## src/rtl/branch_resolver.sv

```systemverilog
// -----------------------------------------------------------------------------
// branch_resolver
//   EX-stage partner of the gshare predictor. Each IF-stage prediction
//   (taken, target) rides alongside its instruction through ID and EX in
//   shadow registers. When the instruction reaches EX as a branch, it is
//   compared against the resolved outcome. The predictor gets an update
//   strobe with the real direction. A wrong prediction starts a RUN/RECOVER
//   sequence that squashes younger instructions and redirects fetch.
//
// Ports
//   clk             clock; all state on rising edge
//   reset           asynchronous, active-high; clears all state
//   Hazard          pipeline stall; freezes the IF->ID->EX shadow advance
//   if_valid        IF holds a real instruction this cycle
//   if_pc           PC of the IF instruction
//   if_pred_taken   predictor's taken output for if_pc
//   if_pred_target  predicted target, meaningful when taken
//   ex_is_branch    EX instruction is a conditional branch
//   ex_real_taken   resolved direction in EX
//   ex_real_target  resolved taken target in EX
//   update          predictor update strobe (combinational)
//   real_taken      resolved direction to predictor (combinational)
//   flush           squash IF/ID/EX younger instructions (registered)
//   redirect_valid  one-cycle pulse: load redirect_pc into PC (registered)
//   redirect_pc     correct fetch PC (registered)
//   br_count        resolved-branch counter, saturating (BRRES_PERF_EN only)
//   mis_count       mispredict counter, saturating (BRRES_PERF_EN only)
//
// Configuration
//   BRRES_PERF_EN   when defined, adds the br_count / mis_count outputs.
// -----------------------------------------------------------------------------
module branch_resolver #(
    parameter int XLEN         = 32,
    parameter int FLUSH_CYCLES = 2,
    parameter int CNT_W        = 32
) (
    input  logic            clk,
    input  logic            reset,
    input  logic            Hazard,
    input  logic            if_valid,
    input  logic [XLEN-1:0] if_pc,
    input  logic            if_pred_taken,
    input  logic [XLEN-1:0] if_pred_target,
    input  logic            ex_is_branch,
    input  logic            ex_real_taken,
    input  logic [XLEN-1:0] ex_real_target,
    output logic            update,
    output logic            real_taken,
    output logic            flush,
    output logic            redirect_valid,
    output logic [XLEN-1:0] redirect_pc
`ifdef BRRES_PERF_EN
    ,
    output logic [CNT_W-1:0] br_count,
    output logic [CNT_W-1:0] mis_count
`endif
);

    // Elaboration-time guards on the configuration.
    if (FLUSH_CYCLES < 1) begin : g_bad_flush
        $error("branch_resolver: FLUSH_CYCLES must be >= 1");
    end
    if (CNT_W < 1) begin : g_bad_cnt
        $error("branch_resolver: CNT_W must be >= 1");
    end

    localparam int FC_W = (FLUSH_CYCLES > 1) ? $clog2(FLUSH_CYCLES) : 1;

    typedef enum logic {
        RUN     = 1'b0,
        RECOVER = 1'b1
    } state_t;

    typedef struct packed {
        logic            valid;
        logic [XLEN-1:0] pc;
        logic            pred_taken;
        logic [XLEN-1:0] pred_target;
    } shadow_t;

    state_t          state;
    shadow_t         id_q;
    shadow_t         ex_q;
    logic [FC_W-1:0] flush_cnt;
    logic            fire;
    logic            mis;
    logic [XLEN-1:0] fix_pc;

    // Resolve: compare the EX shadow prediction with the real outcome.
    always_comb begin
        // NOTE: every variable gets a default before any conditional
        // override, so no path through the block can infer a latch.
        fix_pc = ex_q.pc + XLEN'(4);   // not-taken fall-through, wraps
        if (ex_real_taken) begin
            fix_pc = ex_real_target;
        end
        fire = ex_q.valid & ex_is_branch & ~Hazard & (state == RUN);
        mis  = fire & ((ex_q.pred_taken != ex_real_taken) |
                       (ex_real_taken & (ex_q.pred_target != ex_real_target)));
    end

    assign update     = fire;
    assign real_taken = ex_real_taken;

    // Shadow pipe: prediction metadata follows its instruction to EX.
    always_ff @(posedge clk or posedge reset) begin
        // NOTE: non-blocking assignments throughout; the later valid clear
        // below deliberately wins over the advance in the same cycle.
        if (reset) begin
            id_q <= '0;
            ex_q <= '0;
        end else begin
            if (!Hazard) begin
                id_q <= '{valid:       if_valid,
                          pc:          if_pc,
                          pred_taken:  if_pred_taken,
                          pred_target: if_pred_target};
                ex_q <= id_q;
            end
            // Squashed instructions must never resolve, stall or not.
            if (flush) begin
                id_q.valid <= 1'b0;
                ex_q.valid <= 1'b0;
            end
        end
    end

    // Recovery FSM. flush is raised the cycle after the mispredict and held
    // for FLUSH_CYCLES cycles; Hazard has no effect on the countdown.
    always_ff @(posedge clk or posedge reset) begin
        if (reset) begin
            state          <= RUN;
            flush          <= 1'b0;
            redirect_valid <= 1'b0;
            redirect_pc    <= '0;
            flush_cnt      <= '0;
        end else begin
            redirect_valid <= 1'b0;
            case (state)
                RUN: begin
                    if (mis) begin
                        state          <= RECOVER;
                        flush          <= 1'b1;
                        redirect_valid <= 1'b1;
                        redirect_pc    <= fix_pc;
                        flush_cnt      <= FC_W'(FLUSH_CYCLES - 1);
                    end
                end
                RECOVER: begin
                    if (flush_cnt == '0) begin
                        state <= RUN;
                        flush <= 1'b0;
                    end else begin
                        flush_cnt <= flush_cnt - FC_W'(1);
                    end
                end
                default: state <= RUN;
            endcase
        end
    end

`ifdef BRRES_PERF_EN
    // Saturating performance counters.
    always_ff @(posedge clk or posedge reset) begin
        if (reset) begin
            br_count  <= '0;
            mis_count <= '0;
        end else begin
            if (fire && (br_count != '1)) begin
                br_count <= br_count + CNT_W'(1);
            end
            if (mis && (mis_count != '1)) begin
                mis_count <= mis_count + CNT_W'(1);
            end
        end
    end
`endif

endmodule

```

## config.mk

```make
export PLATFORM = sky130hd
export DESIGN_NAME = branch_resolver
export DESIGN_NICKNAME = d
export VERILOG_FILES = /design/src/rtl/branch_resolver.sv
export SDC_FILE = /design/constraint.sdc
export NUM_CORES = 1
export LEC_CHECK = 0
export CORE_UTILIZATION = 53
export CTS_BUF_LIST = sky130_fd_sc_hd__clkbuf_8 sky130_fd_sc_hd__clkbuf_16
export DETAILED_ROUTE_END_ITERATION = 7
export HOLD_SLACK_MARGIN = 0.12
export PLACE_DENSITY = 0.81
export SYNTH_ARGS = -nofsm -noshare
export SYNTH_HDL_FRONTEND = slang
export SYNTH_SLANG_ARGS = --single-unit
```

## constraint.sdc

```tcl
create_clock -name clk -period 7.86 [get_ports clk]
set_clock_uncertainty 0.05 [all_clocks]
set_input_delay 1.572 -clock clk [delete_from_list [all_inputs] [get_ports clk]]
set_output_delay 1.572 -clock clk [all_outputs]
set_load 0.05 [all_outputs]
```

==> results of run 1 <==
-- layer usage --
layer / wire, um / share of wire [%] / GRT usage, % / vias to the layer above
met5: 0 / 0 / 0 / -
met4: 335 / 2.0 / 8.99 / 0
met3: 758 / 4.6 / 4.21 / 25
met2: 8260 / 50 / 39.2 / 135
met1: 7040 / 43 / 31.0 / 2480
li1: - / - / - / 2246
-- cells by family (layout without fill, tap and decap cells) --
kind of cell / count (synthesis) / after routing / synth area share [%]
compound gates: 34 / 34 / 2.44
xor+xnor: 60 / 60 / 6.87
fa+ha+maj: 1 / 1 / 0.164
buf+inv: 40 / 184 / 2.72
flops: 168 / 168 / 55.0
mux: 166 / 166 / 24.7
simple gates: 99 / 99 / 8.12
-- synthesized netlist by cell type (all sizes together) --
| library cell | number | area share, % |
|---|---|---|
| or2 | 1 | 0.082 |
| or3 | 3 | 0.38 |
| nor3 | 14 | 1.4 |
| nor2 | 10 | 0.49 |
| xor2 | 6 | 0.69 |
| mux2 | 164 | 24 |
| clkbuf | 18 | 0.88 |
| nor4 | 7 | 1.4 |
| nand4 | 14 | 1.5 |
| nand2 | 36 | 1.8 |
| a41oi | 1 | 0.11 |
| and4 | 1 | 0.11 |
| nand2b | 1 | 0.082 |
| a21o | 2 | 0.20 |
| mux2i | 2 | 0.26 |
| ha | 1 | 0.16 |
| o21ai | 29 | 1.9 |
| dfrtp | 168 | 55 |
| nand3 | 10 | 0.72 |
| o211ai | 1 | 0.098 |
| o211a | 1 | 0.13 |
| nor2b | 1 | 0.082 |
| and2 | 1 | 0.082 |
| xnor2 | 54 | 6.2 |
| buf | 12 | 1.3 |
| inv | 10 | 0.49 |
-- power by group through the flow --
stage | combinational, W | sequential, W | clock [W]
after global routing | 0.000303 | 0.00103 | 0.000832
after floorplan | 0.000186 | 0.00101 | 0
final | 0.000277 | 0.00102 | 0.000788
after CTS | 0.000282 | 0.00102 | 0.000801
after detailed placement | 0.000280 | 0.00103 | 0
after global placement | 0.000270 | 0.00103 | 0
-- through the flow --
stage          worst slack (ps)  total power (W)  util [%]  hold WS, ps
2_1_floorplan              1690          0.00120         -          420
3_3_place_gp               2860          0.00130      65.1          421
3_5_place_dp               2790          0.00131      65.1          439
4_1_cts                    2790          0.00210      69.2          450
5_1_grt                    2730          0.00217      69.2          470
6_report                   2760          0.00208      69.2          450
-- sequential cells by signal, indices dropped and copies added, names as in the netlist --
name / count
ex_q: 66
flush: 1
flush_cnt: 1
id_q: 66
redirect_pc: 32
redirect_valid: 1
state: 1
-- cell usage in the layout, fill, tap and decap left out, drive strengths merged, types with 7 or more instances in the layout --
cell type	n
mux2	164
xnor2	54
nor3	14
nand2	36
nand4	14
nand3	10
o21ai	29
nor4	7
inv	13
dfrtp	168
clkbuf	18
clkdlybuf4s50	136
nor2	10
-- worst max-delay path by stage --
stage / slack, ps / endpoint / cells past startpoint / from
after floorplan: 1690 / ex_q[0] / 1 / reset
after global placement: 2860 / update / 4 / ex_is_branch
after detailed placement: 2790 / update / 3 / Hazard
after CTS: 2790 / update / 3 / Hazard
after global routing: 2730 / update / 3 / Hazard
final: 2760 / update / 3 / Hazard
-- final cells by class --
type	count	area (um^2)
Fill cell	1022	4310
Clock buffer	18	439
Tap cell	180	225
Inverter	10	42.5
Clock inverter	14	126
Multi-Input combinational cell	360	3230
Sequential cell	168	4200
Timing Repair Buffer	142	1400
==> results.sh, run 1 <==
export IMPL_antenna_cells=0
export IMPL_syn_avg_cell_area_um2=13.5
export IMPL_grt_total_usage_pct=23.6
export IMPL_worstMarginPinSlew_ps=895
export IMPL_slew_headroom_pct=40.3
export IMPL_hold_depth=1
export IMPL_wl_per_cell_um=18.4
export IMPL_num_rows=43
export IMPL_endpoint_kind="output pin"
export IMPL_cts_tree="done"
export IMPL_areaGrowthSynthToFinish_pct=26.5
export IMPL_drt_first_pass_iters=5
export IMPL_grt_pass1_wl_mm=26.2
export IMPL_min_period_ps=5100
export IMPL_cts_sinks=168
export IMPL_instances_no_fill=892
export IMPL_fin_setup_tns_ps=0
export IMPL_reg2reg_depth=7
export IMPL_fin_area_mm2=0.00968
export IMPL_status="completed"
export IMPL_io_buffers=138
export IMPL_postCtsSetupRepairBufs=0
export IMPL_grt_max_degree=104
export IMPL_reg2reg_to="redirect_pc[27]"
export IMPL_nNetsFinal=803
export IMPL_gr_total_overflow=0
export IMPL_grt_pass1_vias=5140
export IMPL_leakagePower_nw=4.01
export IMPL_ys_warn_count=0
export IMPL_clkPwrFrac_pct=37.8
export IMPL_dr_first_iter_drc_count=290
export IMPL_ioPinCount=139
export IMPL_cp_start_kind="input port"
export IMPL_netSwitchingFraction_pct=25.2
export IMPL_cts_hold_buffers=0
export IMPL_crit_family="buffers and inverters"
export IMPL_vias_per_cell=5.48
export IMPL_min_path_type="flop to flop"
export IMPL_finalHoldViolations=0
export IMPL_cts_root_buf="clkbuf_16"
export IMPL_powerDensity_mw_per_mm2=215
export IMPL_antenna_left=0
export IMPL_crit_slowest_cell="clkdlybuf4s50_1"
export IMPL_cts_buffers=17
export IMPL_slowest_delay_ps=930
export IMPL_synthesis_nets=672
export IMPL_setup_violations_final=0
export IMPL_cts_max_path_buffers=2
export IMPL_h_tree_depth=4
export IMPL_coreArea_mm2=0.0140
export IMPL_netlist_area_mm2=0.00765
export IMPL_p_int_w=0.00156
export IMPL_die_height_um=122
export IMPL_initial_core_util_pct=54.7
export IMPL_hold_end="redirect_pc[20]"
export IMPL_period_share_pct=64.9
export IMPL_ys_seq_elements=168
export IMPL_drc=0
export IMPL_finalMaxSlewViolations=0
export IMPL_ff2ff_setup_slack_ps=5130
export IMPL_path_clk_slew_ps=60
export IMPL_ys_seq_area_share_pct=55.0
export IMPL_die_x_um=122
export IMPL_crit_arrival_ps=3480
export IMPL_power_frac_comb_pct=13.3
export IMPL_power_switching_w=0.000525
export IMPL_rsz0062_at_grt="no"
export IMPL_vias=4886
export IMPL_timing_rr_start="ex_q[6]"
export IMPL_maxCapViolations=0
export IMPL_power_frac_seq_pct=48.9
export IMPL_cts_resized=0
export IMPL_die_area_mm2=0.0149
export IMPL_synthCells=568
export IMPL_antenna_found_initial=0
export IMPL_worst_path_buf_inv=2
export IMPL_post_dp_cell_area_mm2=0.00911
export IMPL_clock_latency_ps=430
export IMPL_place_hpwl_mm=11.8
export IMPL_timing_fmax_ghz=0.196
export IMPL_ir_drop_mv=0.166
export IMPL_drive_above_1_share_pct=30.5
export IMPL_cp_required_ps=6240
export IMPL_wirelength_mm=16.4
export IMPL_path_cells="buf_4, nor3_1, clkdlybuf4s50_1"
export IMPL_ys_types=39
export IMPL_gp_congestion=0.793
export IMPL_dp_cells=860
export IMPL_path_max_fanout=64
export IMPL_min_from="redirect_pc[20]"
export IMPL_crit_type="input port to output pin"
(Power assumes the default switching activity.)
==> inputs of run 2 (changes only) <==
- CORE_UTILIZATION: 53 -> 48
- PLACE_DENSITY: 0.81 -> 0.77
- clock period: 7.86 -> 4.25 ns (I/O delays scaled with it)
==> run 2 against run 1 <==
  * Global-route usage is 1.8 points lower
  * Power is 92% higher
  * Largest power group unchanged
  * Highest routed layer unchanged
  * Flip-flop and latch count stayed put
  * Combinational power is 88% higher
  * Final cell count is 3.5% higher
  * Sequential power is 84% higher
  * Non-clock buffer count is 2 higher
  * First-iteration DRC count is 31% lower
  * Sequential share of layout area is 0.58 points lower
  * Wire length is 0.70% higher
==> results.sh, run 2 (synthesized netlist as in run 1, its figures left out) <==
export IMPL_drt_first_pass_iters=4
export IMPL_min_period_ps=3350
export IMPL_cts_buffers=17
export IMPL_crit_family="buffers and inverters"
export IMPL_gp_congestion=0.809
export IMPL_slew_headroom_pct=29.4
export IMPL_place_hpwl_mm=11.6
export IMPL_initial_core_util_pct=49.7
export IMPL_finalHoldViolations=0
export IMPL_fin_setup_tns_ps=0
export IMPL_die_x_um=128
export IMPL_cts_hold_buffers=0
export IMPL_wirelength_mm=16.5
export IMPL_crit_path_frequent_cell="clkdlybuf4s50_1"
export IMPL_num_rows=45
export IMPL_path_cells="clkdlybuf4s50_1, nand2_1, nor3_1, buf_4, clkdlybuf4s50_1"
export IMPL_period_share_pct=78.9
export IMPL_status="completed"
export IMPL_dr_first_iter_drc_count=200
export IMPL_antenna_left=0
export IMPL_powerDensity_mw_per_mm2=409
export IMPL_die_height_um=128
export IMPL_coreArea_mm2=0.0154
export IMPL_worst_path_buf_inv=3
export IMPL_antenna_found_initial=0
export IMPL_cts_resized=0
export IMPL_areaGrowthSynthToFinish_pct=28.2
export IMPL_ir_drop_mv=0.277
export IMPL_io_buffers=138
export IMPL_wl_per_cell_um=17.9
export IMPL_crit_type="input port to output pin"
export IMPL_nNetsFinal=805
export IMPL_ioPinCount=139
export IMPL_slowest_delay_ps=800
export IMPL_endpoint_kind="output pin"
export IMPL_rsz0062_at_grt="no"
export IMPL_die_area_mm2=0.0164
export IMPL_postCtsSetupRepairBufs=0
export IMPL_cp_start_kind="input port"
export IMPL_setup_violations_final=0
export IMPL_cts_tree="done"
export IMPL_min_path_type="flop to flop"
export IMPL_cts_max_path_buffers=2
export IMPL_crit_slowest_cell="clkdlybuf4s50_1"
export IMPL_layout_commonest_cell="dfrtp_1"
export IMPL_drc=0
export IMPL_path_max_fanout=5
export IMPL_gr_total_overflow=0
export IMPL_clock_latency_ps=420
export IMPL_top_regs="ex_q: 66 flops, id_q: 66 flops, redirect_pc: 32 flops"
export IMPL_cts_root_buf="clkbuf_16"
export IMPL_final_util_pct=63.8
export IMPL_mostFrequentLayoutCells="168 x dfrtp_1, 154 x mux2_2, 136 x clkdlybuf4s50_1"
export IMPL_drive_above_1_share_pct=30.5
export IMPL_maxCapViolations=0
export IMPL_grt_max_degree=76
export IMPL_cp_required_ps=3350
export IMPL_leakagePower_nw=4.06
export IMPL_vias_per_cell=5.22
export IMPL_crit_arrival_ps=2450
export IMPL_grt_pass1_wl_mm=26.5
export IMPL_fillerInstances=1112
export IMPL_cts_sinks=168
export IMPL_path_clk_slew_ps=60
export IMPL_worstMarginPinSlew_ps=1060
export IMPL_h_tree_depth=4
export IMPL_grt_total_usage_pct=21.8
export IMPL_timing_fmax_ghz=0.298
export IMPL_antenna_cells=0
export IMPL_finalMaxSlewViolations=0
export IMPL_grt_pass1_vias=5067
export IMPL_vias=4816
[run 2: per-layer routing]
layer / up-vias / global-route usage, % / routed length, um
met5: - / 0 / 0
met4: 0 / 8.51 / 355
met3: 25 / 4.88 / 703
met2: 143 / 35.1 / 8040
met1: 2411 / 28.8 / 7410
li1: 2237 / - / -
[run 2: final cells by class]
class                      count  area, um^2  share of cell area, %
tap                          211         264                   2.69
inverter                      10        41.3                  0.421
clock inverter                10         151                   1.54
sequential                   168        4200                   42.9
multi-input combinational    360        3230                   33.0
clock buffer                  20         467                   4.76
timing repair buffer         144        1440                   14.7
[run 2: worst register-to-register path, cell delays in order (launching register included)]
cell     delay (ps)
dfrtp_1         400
xnor2_1         170
nand4_1         140
nor4_1           70
nand3_1         160
o211a_2         880
mux2_2          470
[run 2: worst paths after layout]
kind	start	end	cells after the start	slack, ps
hold / removal	flush	ex_q[65]	1	430
hold reg to reg	flush	ex_q[65]	1	430
min in group asynchronous	reset	ex_q[25]	2	900
setup reg to reg	ex_q[11]	redirect_pc[6]	6	1790
max in group asynchronous	reset	id_q[17]	3	2400
setup / recovery	ex_is_branch	update	5	900
[run 2: power breakdown]
group	switching, W	total [W]	internal [W]
clock	0.000591	0.00161	0.00102
sequential	0.000127	0.00188	0.00175
combinational	0.000212	0.000522	0.000310
total	0.000929	0.00401	0.00308
[run 2: through the flow]
step / area, um^2 / std cells / hold WS [ps] / setup WS, ps / total power (W)
finish: 9810 / 923 / 432 / 895 / 0.00401
global route: 9810 / 923 / 454 / 804 / 0.00418
CTS: 9810 / 923 / 436 / 883 / 0.00405
detailed placement: 9190 / 893 / 430 / 861 / 0.00243
global placement: 9190 / 893 / 412 / 895 / 0.00241
floorplan: 7650 / 568 / 420 / 910 / 0.00222
